$ cat config.mk
export PLATFORM = sky130hd
export DESIGN_NAME = native_to_axil_master
export DESIGN_NICKNAME = d
export VERILOG_FILES = /design/src/rtl/axil_pkg.sv /design/src/rtl/axil_timeout_counter.sv /design/src/rtl/native_to_axil_master.sv
export SDC_FILE = /design/constraint.sdc
export NUM_CORES = 1
export LEC_CHECK = 0
export CORE_ASPECT_RATIO = 0.7
export CORE_MARGIN = 4
export CORE_UTILIZATION = 50
export DETAILED_ROUTE_END_ITERATION = 16
export DONT_BUFFER_PORTS = 1
export HOLD_SLACK_MARGIN = 0.12
export PLACE_DENSITY = 0.68
export RECOVER_POWER = 100
export SLEW_MARGIN = 20
export SYNTH_ARGS = -nofsm -noshare
export SYNTH_HDL_FRONTEND = slang
export SYNTH_HIERARCHICAL = 1
export SYNTH_SLANG_ARGS = --single-unit
$ cat constraint.sdc
create_clock -name aclk -period 2.4 [get_ports aclk]
set_input_delay 0.12 -clock aclk [delete_from_list [all_inputs] [get_ports aclk]]
set_output_delay 0.12 -clock aclk [all_outputs]
set_load 0.05 [all_outputs]
$ cat src/rtl/axil_pkg.sv
// rtl/axil_pkg.sv - shared types and constants for the native-to-AXI-Lite bridge
package axil_pkg;

  typedef enum logic [2:0] {
    IDLE,
    WRITE,
    WRESP,
    RADDR,
    RDATA,
    DONE
  } bridge_state_t;

  localparam logic [1:0] RESP_OKAY   = 2'b00;
  localparam logic [1:0] RESP_SLVERR = 2'b10;
  localparam logic [2:0] PROT_DATA   = 3'b000;
  localparam logic [2:0] PROT_INSTR  = 3'b100;

endpackage

$ cat src/rtl/axil_timeout_counter.sv
// rtl/axil_timeout_counter.sv - per-access wait counter; expired fires on the TIMEOUT_CYCLES-th enabled cycle
module axil_timeout_counter #(
  parameter int unsigned TIMEOUT_CYCLES = 255
) (
  input  logic aclk,
  input  logic areset,
  input  logic clear,
  input  logic enable,
  output logic expired
);

  localparam int unsigned CW = (TIMEOUT_CYCLES > 1) ? $clog2(TIMEOUT_CYCLES) : 1;

  logic [CW-1:0] count_q, count_d;

  always_comb begin
    count_d = count_q;
    if (clear) begin
      count_d = '0;
    end else if (enable) begin
      count_d = count_q + CW'(1);
    end
  end

  always_ff @(posedge aclk) begin
    if (areset) begin
      count_q <= '0;
    end else begin
      count_q <= count_d;
    end
  end

  // A zero limit disables the watchdog entirely.
  generate
    if (TIMEOUT_CYCLES == 0) begin : g_disabled
      assign expired = 1'b0;
    end else begin : g_enabled
      assign expired = enable && (count_q == CW'(TIMEOUT_CYCLES - 1));
    end
  endgenerate

endmodule

$ cat src/rtl/native_to_axil_master.sv
// rtl/native_to_axil_master.sv - CPU native memory port to single-outstanding AXI-Lite master with error reporting
module native_to_axil_master
  import axil_pkg::*;
#(
  parameter int unsigned ADDR_WIDTH     = 32,
  parameter int unsigned DATA_WIDTH     = 32,
  parameter int unsigned STRB_WIDTH     = DATA_WIDTH / 8,
  parameter int unsigned TIMEOUT_CYCLES = 255
) (
  input  logic                  aclk,
  input  logic                  areset,
  input  logic                  mem_valid,
  input  logic                  mem_instr,
  input  logic [ADDR_WIDTH-1:0] mem_addr,
  input  logic [DATA_WIDTH-1:0] mem_wdata,
  input  logic [STRB_WIDTH-1:0] mem_wstrb,
  output logic                  mem_ready,
  output logic [DATA_WIDTH-1:0] mem_rdata,
  output logic                  mem_error,
  output logic [ADDR_WIDTH-1:0] m_axil_awaddr,
  output logic [2:0]            m_axil_awprot,
  output logic                  m_axil_awvalid,
  input  logic                  m_axil_awready,
  output logic [DATA_WIDTH-1:0] m_axil_wdata,
  output logic [STRB_WIDTH-1:0] m_axil_wstrb,
  output logic                  m_axil_wvalid,
  input  logic                  m_axil_wready,
  input  logic [1:0]            m_axil_bresp,
  input  logic                  m_axil_bvalid,
  output logic                  m_axil_bready,
  output logic [ADDR_WIDTH-1:0] m_axil_araddr,
  output logic [2:0]            m_axil_arprot,
  output logic                  m_axil_arvalid,
  input  logic                  m_axil_arready,
  input  logic [DATA_WIDTH-1:0] m_axil_rdata,
  input  logic [1:0]            m_axil_rresp,
  input  logic                  m_axil_rvalid,
  output logic                  m_axil_rready
);

  bridge_state_t state_q, state_d;

  logic [ADDR_WIDTH-1:0] addr_q, addr_d;
  logic [DATA_WIDTH-1:0] wdata_q, wdata_d;
  logic [STRB_WIDTH-1:0] wstrb_q, wstrb_d;
  logic [2:0]            prot_q, prot_d;
  logic                  aw_done_q, aw_done_d;
  logic                  w_done_q, w_done_d;
  logic [DATA_WIDTH-1:0] rdata_q, rdata_d;
  logic                  error_q, error_d;

  logic tmo_clear, tmo_expired;
  logic aw_all, w_all;
  logic unused_addr_bits;

  assign unused_addr_bits = ^mem_addr[1:0];

  assign aw_all    = aw_done_q || (m_axil_awvalid && m_axil_awready);
  assign w_all     = w_done_q || (m_axil_wvalid && m_axil_wready);
  assign tmo_clear = (state_q == IDLE) || (state_q == DONE);

  axil_timeout_counter #(
    .TIMEOUT_CYCLES(TIMEOUT_CYCLES)
  ) u_timeout (
    .aclk   (aclk),
    .areset (areset),
    .clear  (tmo_clear),
    .enable (!tmo_clear),
    .expired(tmo_expired)
  );

  always_ff @(posedge aclk) begin
    if (areset) begin
      state_q <= IDLE;
    end else begin
      state_q <= state_d;
    end
  end

  // Handshakes are tested before expiry so a same-cycle tie completes normally.
  always_comb begin
    state_d = state_q;
    case (state_q)
      IDLE:    if (mem_valid) state_d = (|mem_wstrb) ? WRITE : RADDR;
      WRITE:   if (aw_all && w_all) state_d = WRESP;
               else if (tmo_expired) state_d = DONE;
      WRESP:   if (m_axil_bvalid || tmo_expired) state_d = DONE;
      RADDR:   if (m_axil_arready) state_d = RDATA;
               else if (tmo_expired) state_d = DONE;
      RDATA:   if (m_axil_rvalid || tmo_expired) state_d = DONE;
      DONE:    state_d = IDLE;
      default: state_d = IDLE;
    endcase
  end

  always_comb begin
    m_axil_awvalid = 1'b0;
    m_axil_wvalid  = 1'b0;
    m_axil_bready  = 1'b0;
    m_axil_arvalid = 1'b0;
    m_axil_rready  = 1'b0;
    mem_ready      = 1'b0;
    case (state_q)
      WRITE: begin
        m_axil_awvalid = !aw_done_q;
        m_axil_wvalid  = !w_done_q;
      end
      WRESP:   m_axil_bready  = 1'b1;
      RADDR:   m_axil_arvalid = 1'b1;
      RDATA:   m_axil_rready  = 1'b1;
      DONE:    mem_ready      = 1'b1;
      default: ;
    endcase
  end

  always_comb begin
    addr_d    = addr_q;
    wdata_d   = wdata_q;
    wstrb_d   = wstrb_q;
    prot_d    = prot_q;
    aw_done_d = aw_done_q;
    w_done_d  = w_done_q;
    rdata_d   = rdata_q;
    error_d   = error_q;
    case (state_q)
      IDLE: begin
        if (mem_valid) begin
          addr_d    = {mem_addr[ADDR_WIDTH-1:2], 2'b00};
          wdata_d   = mem_wdata;
          wstrb_d   = mem_wstrb;
          prot_d    = mem_instr ? PROT_INSTR : PROT_DATA;
          aw_done_d = 1'b0;
          w_done_d  = 1'b0;
        end
      end
      WRITE: begin
        aw_done_d = aw_all;
        w_done_d  = w_all;
        if (!(aw_all && w_all) && tmo_expired) begin
          rdata_d = '0;
          error_d = 1'b1;
        end
      end
      WRESP: begin
        if (m_axil_bvalid) begin
          error_d = (m_axil_bresp != RESP_OKAY);
        end else if (tmo_expired) begin
          rdata_d = '0;
          error_d = 1'b1;
        end
      end
      RADDR: begin
        if (!m_axil_arready && tmo_expired) begin
          rdata_d = '0;
          error_d = 1'b1;
        end
      end
      RDATA: begin
        if (m_axil_rvalid) begin
          rdata_d = m_axil_rdata;
          error_d = (m_axil_rresp != RESP_OKAY);
        end else if (tmo_expired) begin
          rdata_d = '0;
          error_d = 1'b1;
        end
      end
      default: ;
    endcase
  end

  always_ff @(posedge aclk) begin
    if (areset) begin
      addr_q    <= '0;
      wdata_q   <= '0;
      wstrb_q   <= '0;
      prot_q    <= '0;
      aw_done_q <= 1'b0;
      w_done_q  <= 1'b0;
      rdata_q   <= '0;
      error_q   <= 1'b0;
    end else begin
      addr_q    <= addr_d;
      wdata_q   <= wdata_d;
      wstrb_q   <= wstrb_d;
      prot_q    <= prot_d;
      aw_done_q <= aw_done_d;
      w_done_q  <= w_done_d;
      rdata_q   <= rdata_d;
      error_q   <= error_d;
    end
  end

  assign m_axil_awaddr = addr_q;
  assign m_axil_araddr = addr_q;
  assign m_axil_awprot = prot_q;
  assign m_axil_arprot = prot_q;
  assign m_axil_wdata  = wdata_q;
  assign m_axil_wstrb  = wstrb_q;
  assign mem_rdata     = rdata_q;
  assign mem_error     = error_q;

endmodule
# After elaboration in Yosys (flattened, before gate mapping)
# Index checks and enable logic that the tools add are counted.
# W data, S select, Z words.
word_totals:
  register_bits: 115
  wordCells: 81
  out_inout_bits: 145
classes:
  add_sub_neg: 1
  eq_ne: 12
  reduce_logical: 28
  mux: 30
op_table:
  columns: ["cell", "n"]
  rows:
  - ["$mux W32", 5]
  - ["$pmux W32 S4", 1]
  - ["$mux W3", 7]
  - ["$pmux W3 S5", 1]
  - ["$mux W1", 12]
  - ["$ne A2 B2 Y1 const B", 6]
  - ["$add A8 B1 Y8 const B", 1]
  - ["$eq A8 B8 Y1 const B", 1]
  - ["$eq A3 B2 Y1 const B", 2]
  - ["$eq A3 B3 Y1 const B", 2]
  - ["$logic_and A1 B1 Y1", 6]
  - ["$reduce_and A3 Y1", 2]
  - ["$reduce_bool A2 Y1", 3]
  - ["$logic_not A1 Y1", 5]
  - ["$logic_or A1 B1 Y1", 5]
  - ["$pmux W1 S2", 2]
  - ["$pmux W1 S4", 1]
  - ["$reduce_and A2 Y1", 2]
  - ["$reduce_and A4 Y1", 1]
  - ["$reduce_bool A4 Y1", 1]
  - ["$reduce_or A4 Y1", 1]
  - ["$eq A3 B1 Y1 const B", 1]
  - ["$logic_not A3 Y1", 1]
  - ["$mux W2", 1]
  - ["$reduce_or A2 Y1", 1]

# Longest topological paths before layout
depth:
  depth_word: 9
  depth_mapped: 13
  mapped_depth_nobuf: 9

# Modules after synthesis
# Netlist, hierarchy kept.
modules_own_cells:
  columns: ["module", "cells_each", "area_each_um2", "instances", "seq_area_each_um2"]
  rows:
  - ["native_to_axil_master", 545, 4433.0, 1, 2102.0]
  - ["axil_timeout_counter", 42, 377.9, 1, 160.2]

# Worst setup path before layout
# No wires, ideal clock.
synth_timing:
  kind: "register to register"
  start: "register state_q[0]"
  end: "register rdata_q[0], in the netlist mem_rdata[0]"
  t_required_ns: 2.333
  setup_slack_ns: -0.255
  path_stages_with_launch: 14
  setup_time_ns: 0.067
  path_buffers: 4
  t_arrival_ns: 2.588
  path_cell_list: "dfxtp_1 > buf_2 > buf_1 > xnor2_1 > and2_1 > inv_1 > buf_4 > nand4_4 > nor2_1 > or4b_1 > o31a_1 > o221a_4 > buf_6 > o21ai_2"
synth_between:
  elab_cells_between_ends: 28
synth_rtl:
  columns: ["item", "line", "text"]
  rows:
  - ["start: declaration", "native_to_axil_master.sv:41", "bridge_state_t state_q, state_d;"]
  - ["start signal: assignment", "native_to_axil_master.sv:76", "state_q <= state_d;"]
  - ["$eq A3 B3 Y1 / $logic_not A3 Y1 (equally long branches)", "native_to_axil_master.sv:60", "assign tmo_clear = (state_q == IDLE) || (state_q == DONE);"]
  - ["$logic_or A1 B1 Y1 (*)", "native_to_axil_master.sv:60", null]
  - ["net tmo_clear", "native_to_axil_master.sv:52", "logic tmo_clear, tmo_expired;"]
  - ["$logic_not A1 Y1 (*)", "native_to_axil_master.sv:68", ".enable (!tmo_clear),"]
  - ["$logic_and A1 B1 Y1 (*)", "axil_timeout_counter.sv:38", "assign expired = enable && (count_q == CW'(TIMEOUT_CYCLES - 1));"]
  - ["net tmo_expired", "native_to_axil_master.sv:52", null]
  - ["$mux W32 (tied with other cells) (2 in series)", null, null]
  - ["$pmux W32 S4 / $reduce_and A4 Y1 (equally long branches)", null, null]
  - ["end signal: assignment", "native_to_axil_master.sv:188", "rdata_q <= rdata_d;"]
  - ["end: declaration", "native_to_axil_master.sv:49", "logic [DATA_WIDTH-1:0] rdata_q, rdata_d;"]
# Mark *: on every way through the listed nets, which the timed path passes. The rest lies on a longest branch. The select of a mux whose other input is x is not followed.
# A chain may end at the register's enable or synchronous reset.

# Final worst setup path
layout_timing:
  start: "register state_q[2]"
  end: "register state_q[0]"
layout_between:
  elab_chain_len: 7
  elab_cells_between_ends: 26
layout_rtl:
  columns: ["item", "line"]
  rows:
  - ["$eq A3 B3 Y1 (tied with other cells)", "native_to_axil_master.sv:60"]
  - ["$logic_or A1 B1 Y1 / $mux W1 (equally long branches)", "native_to_axil_master.sv:60, native_to_axil_master.sv:103"]
  - ["$logic_not A1 Y1 (tied with other cells)", "native_to_axil_master.sv:68"]
  - ["$logic_and A1 B1 Y1 (tied with other cells)", "axil_timeout_counter.sv:38"]
  - ["$mux W3 (tied with other cells) (2 in series)", null]
  - ["$pmux W3 S5 / $reduce_and A3 Y1 (equally long branches)", null]
# Parallel ways exist; a longest one is shown, timed or not.

==> summary by stage <==
Run status
The flow ran to the end, and the final reports show no timing, DRC or antenna violations.

Detailed routing
The DRC violation count after routing is 0. Summed over all layers, the routed wires come to 14,500 um. The per-cell via count in the routed design is 5.37. In the final routed layout, each cell accounts on average for 17.4 um. The first TritonRoute pass finished after 5 iterations. The count of nets left with antenna violations once routing finished came out at 0. The number of design-rule violations left by the first detailed-router iteration is 308. The via count is 4,459.

Clock network
The clock net in this run drives a total of 113 sinks. The buffer cell driving the clock tree root is clkbuf_16. Buffers inserted during clock tree synthesis total 17.

TritonCTS built the clock tree. No sink is reached through more buffers than the 2 on the longest clock path. The register clock-pin slew on the reported worst setup and hold paths is 50 ps.

At the later pin of the worst-skew pair, clock insertion delay measures 400 ps. The H-tree depth is 4.

Synth
Synthesis inferred 113 register bits. Summed over all instances, the cell type with the most area after synthesis is dfxtp_1. The synthesized instance count is 587. The fraction of registers with async set or reset after synthesis is 0%. The most frequently used flop master after synthesis is dfxtp_1.

The number of different library cells in the post-synthesis netlist is 44. The mean cell area of the mapped netlist is 8.20 um^2. The synthesized netlist occupies a cell area of 0.00481 mm^2. For this run, the register share of the synthesized area comes to 47.0%. The simple-gate share of the synthesized area is 23.6%. During synthesis, Yosys emitted a total of 6 warnings.

The synthesized design contains 0 enable-type register cells. Summing the areas of all compound-gate instances in the mapped netlist gives 17.1% of the synthesized area. By area the synthesized netlist is led by dfxtp_1 (47%), nand2_1 (13%), a21oi_1 (8.0%), buf_4 (6.2%), o21ai_2 (5.5%).

The arithmetic-cell share of the synthesized area counting full adders, half adders and majority gates is 0.520%. Of the post-synthesis cell area, the part taken by muxes is 0%. The leading cell type by number of instances after synthesis is nand2_1. The combinational family with the most area after synthesis is simple AND/OR/NAND/NOR gates. Counting instances in the post-synthesis netlist gives the leading cell types as nand2_1 (170), dfxtp_1 (113), a21oi_1 (77), buf_4 (40), nand2b_1 (36). The fraction of synthesized cell area in xor and xnor cells is 0.910%. The area share of the largest cell type after synthesis is 47.0%.

GRT
The aggregate global routing overflow is 0. The number of antenna violations at the first check in global routing is 0. The first global-routing pass estimated 22,700 um of wire. The overall track demand over capacity in global routing is 24.8%. The via count of the first global-routing pass is 4,411. The maximum number of pins on one net before global-route repair is 108.

Worst setup path
The class of the most critical setup path is flip-flop to flip-flop. STA classifies the critical path endpoint as a flip-flop. The required time of the critical path is 2680 ps. The kind of start point of the critical path is a flip-flop. The worst endpoint data arrival time is 2670 ps. The largest fanout on the critical path is 17.

Cells and area
The net total in the final layout is 809. In the final layout, the multi-input gates occupy 0.00208 mm^2. Relative to the synthesized area, the layout overhead comes to 36.6%. The area used by sequential logic in the layout is 0.00226 mm^2. Cells with a size suffix above 1 make up 13.2% of the layout. Fill cells in the final layout number 661.

The number of antenna repair diodes is 0. The finished layout holds 831 standard cells, fillers aside.

Floorplan
258 I/O pins were placed. The core region is 0.00922 mm^2. The area of the die is 0.0113 mm^2. The number of placement rows is 29. The starting density of the core is 52.2%. The die extent in x is 125 um.

The die height is 90.1 um.

STA
The clock arrives with 6.97 ps of skew. The number of failing setup endpoints in the final timing report is 0. The minimum hold slack is 119 ps.

Dividing the final minimum period by the clock period gives 99.6%. The post-route minimum period is 2390 ps. The max-slew violation count is 0. The final hold violation count is 0.

The relative max-transition margin is 15.8%. The highest clock rate is 418 MHz. Setup repair after global routing could not meet its margin everywhere. The measured slew at the worst slew-check pin is 1260 ps.

Placement
Routability-driven placement finished with a final weighted congestion of 0.842. The quantity of I/O buffers inserted on ports is 0. The half-perimeter wire length after placement is 8170 um. In this run, placement finished with an instance count of 683.

Run
Max-cap violations in this run came to 0.

Min path
The min-delay analysis places its worst path in the category input pin to flip-flop.

Pwr
For this design the ratio of total power to cell area is 958 mW/mm^2. IR analysis of the VDD net gives a maximum drop of 0.000801 V. In this run the static leakage power is 2.49 nW.
==> repair_timing <==
action	CTS	global route
endpoints found under the hold margin	113	0
buffers inserted	0	3
hold buffers	113	0
endpoints found under the setup margin	0	5
gates resized for setup	0	2
==> worst max-delay path, cell delays in order (launching register included) <==
cell	delay, ps
dfxtp_1	350
buf_4	230
or3b_2	490
a211oi_1	410
or4_1	200
nor2_1	50
dlygate4sd3_1	550
==> layout by cell type (no fill, tap or decap), types with 4 or more instances in the layout <==
| master | count |
|---|---|
| conb_1 | 8 |
| buf_4 | 17 |
| nand2b_1 | 36 |
| nor2_1 | 11 |
| inv_1 | 5 |
| or3_1 | 4 |
| a21oi_1 | 77 |
| o21ai_2 | 30 |
| nand2_1 | 169 |
| dfxtp_1 | 113 |
| clkbuf_16 | 17 |
| dlygate4sd3_1 | 112 |
| clkbuf_1 | 32 |
| nand4_1 | 4 |
| o21ai_0 | 8 |
| nor3_1 | 6 |
==> where the power goes <==
part | internal (mW) | switching [mW] | leakage (nW)
registers | 2.02 | 0.350 | 0.921
clock network | 1.71 | 0.833 | 0.297
logic | 0.413 | 0.972 | 1.27
==> cell families (layout without fill, tap and decap cells) <==
kind of cell	after synthesis	count (layout)
AND/OR/NAND/NOR	250	250
AO/OA/AOI/OAI	130	130
flip-flops	113	113
buffers and inverters	86	199
XOR/XNOR	5	5
adder cells (fa/ha/maj)	2	2
other	1	8
==> routing by layer <==
metal  GRT usage (%)  wire length, um  part of all wire, %  up-vias
met3            8.71             1220                  8.4       43
met5               0                0                    0        -
li1                -                -                    -     2103
met4            11.6              375                  2.6        0
met1            26.9             5470                   38     2095
met2            43.3             7410                   51      218
==> sequential cells by signal, indices dropped and copies added, names as in the netlist <==
name and cells:
aw_done_q 1, m_axil_araddr 30, m_axil_arprot 1, m_axil_wdata 32, m_axil_wstrb 4, mem_error 1, mem_rdata 32, state_q 3
u_timeout/count_q 8, w_done_q 1
==> through the flow <==
stage | area, um^2 | utilization, % | setup WS (ps) | power, mW | setup TNS, ps
global route | 6570 | 71.3 | -65.0 | 6.54 | -65.0
detailed placement | 4890 | 53.1 | 150 | 3.61 | 0
floorplan | 4870 | - | 9.60 | 3.49 | 0
finish | 6570 | 71.3 | 9.70 | 6.30 | 0
global placement | 4890 | 53.1 | 214 | 3.58 | 0
CTS | 6650 | 72.1 | 30.7 | 6.33 | 0
==> area by class of cell <==
| type | instances | area share (%) |
|---|---|---|
| clock inverters | 9 | 1.98 |
| inverters | 5 | 0.285 |
| multi-input cells | 395 | 31.7 |
| flip-flops and latches | 113 | 34.4 |
| clock buffers | 23 | 7.27 |
| well taps | 124 | 2.36 |
| repair buffers | 162 | 22.0 |
==> path summary, 6_finish.rpt <==
check	startpoint	to	slack (ps)	cells after the start
worst max-delay path	state_q[2]$_SDFFE_PP0P_	state_q[0]$_SDFFE_PP0P_	10	6
worst min-delay path	m_axil_bvalid	mem_error$_SDFFE_PP0P_	120	4
worst max register to register	state_q[2]$_SDFFE_PP0P_	state_q[0]$_SDFFE_PP0P_	10	6
worst min register to register	m_axil_araddr[15]$_SDFFE_PP0P_	m_axil_araddr[15]$_SDFFE_PP0P_	450	2
No activity file was read; power rests on OpenSTA's default activity.
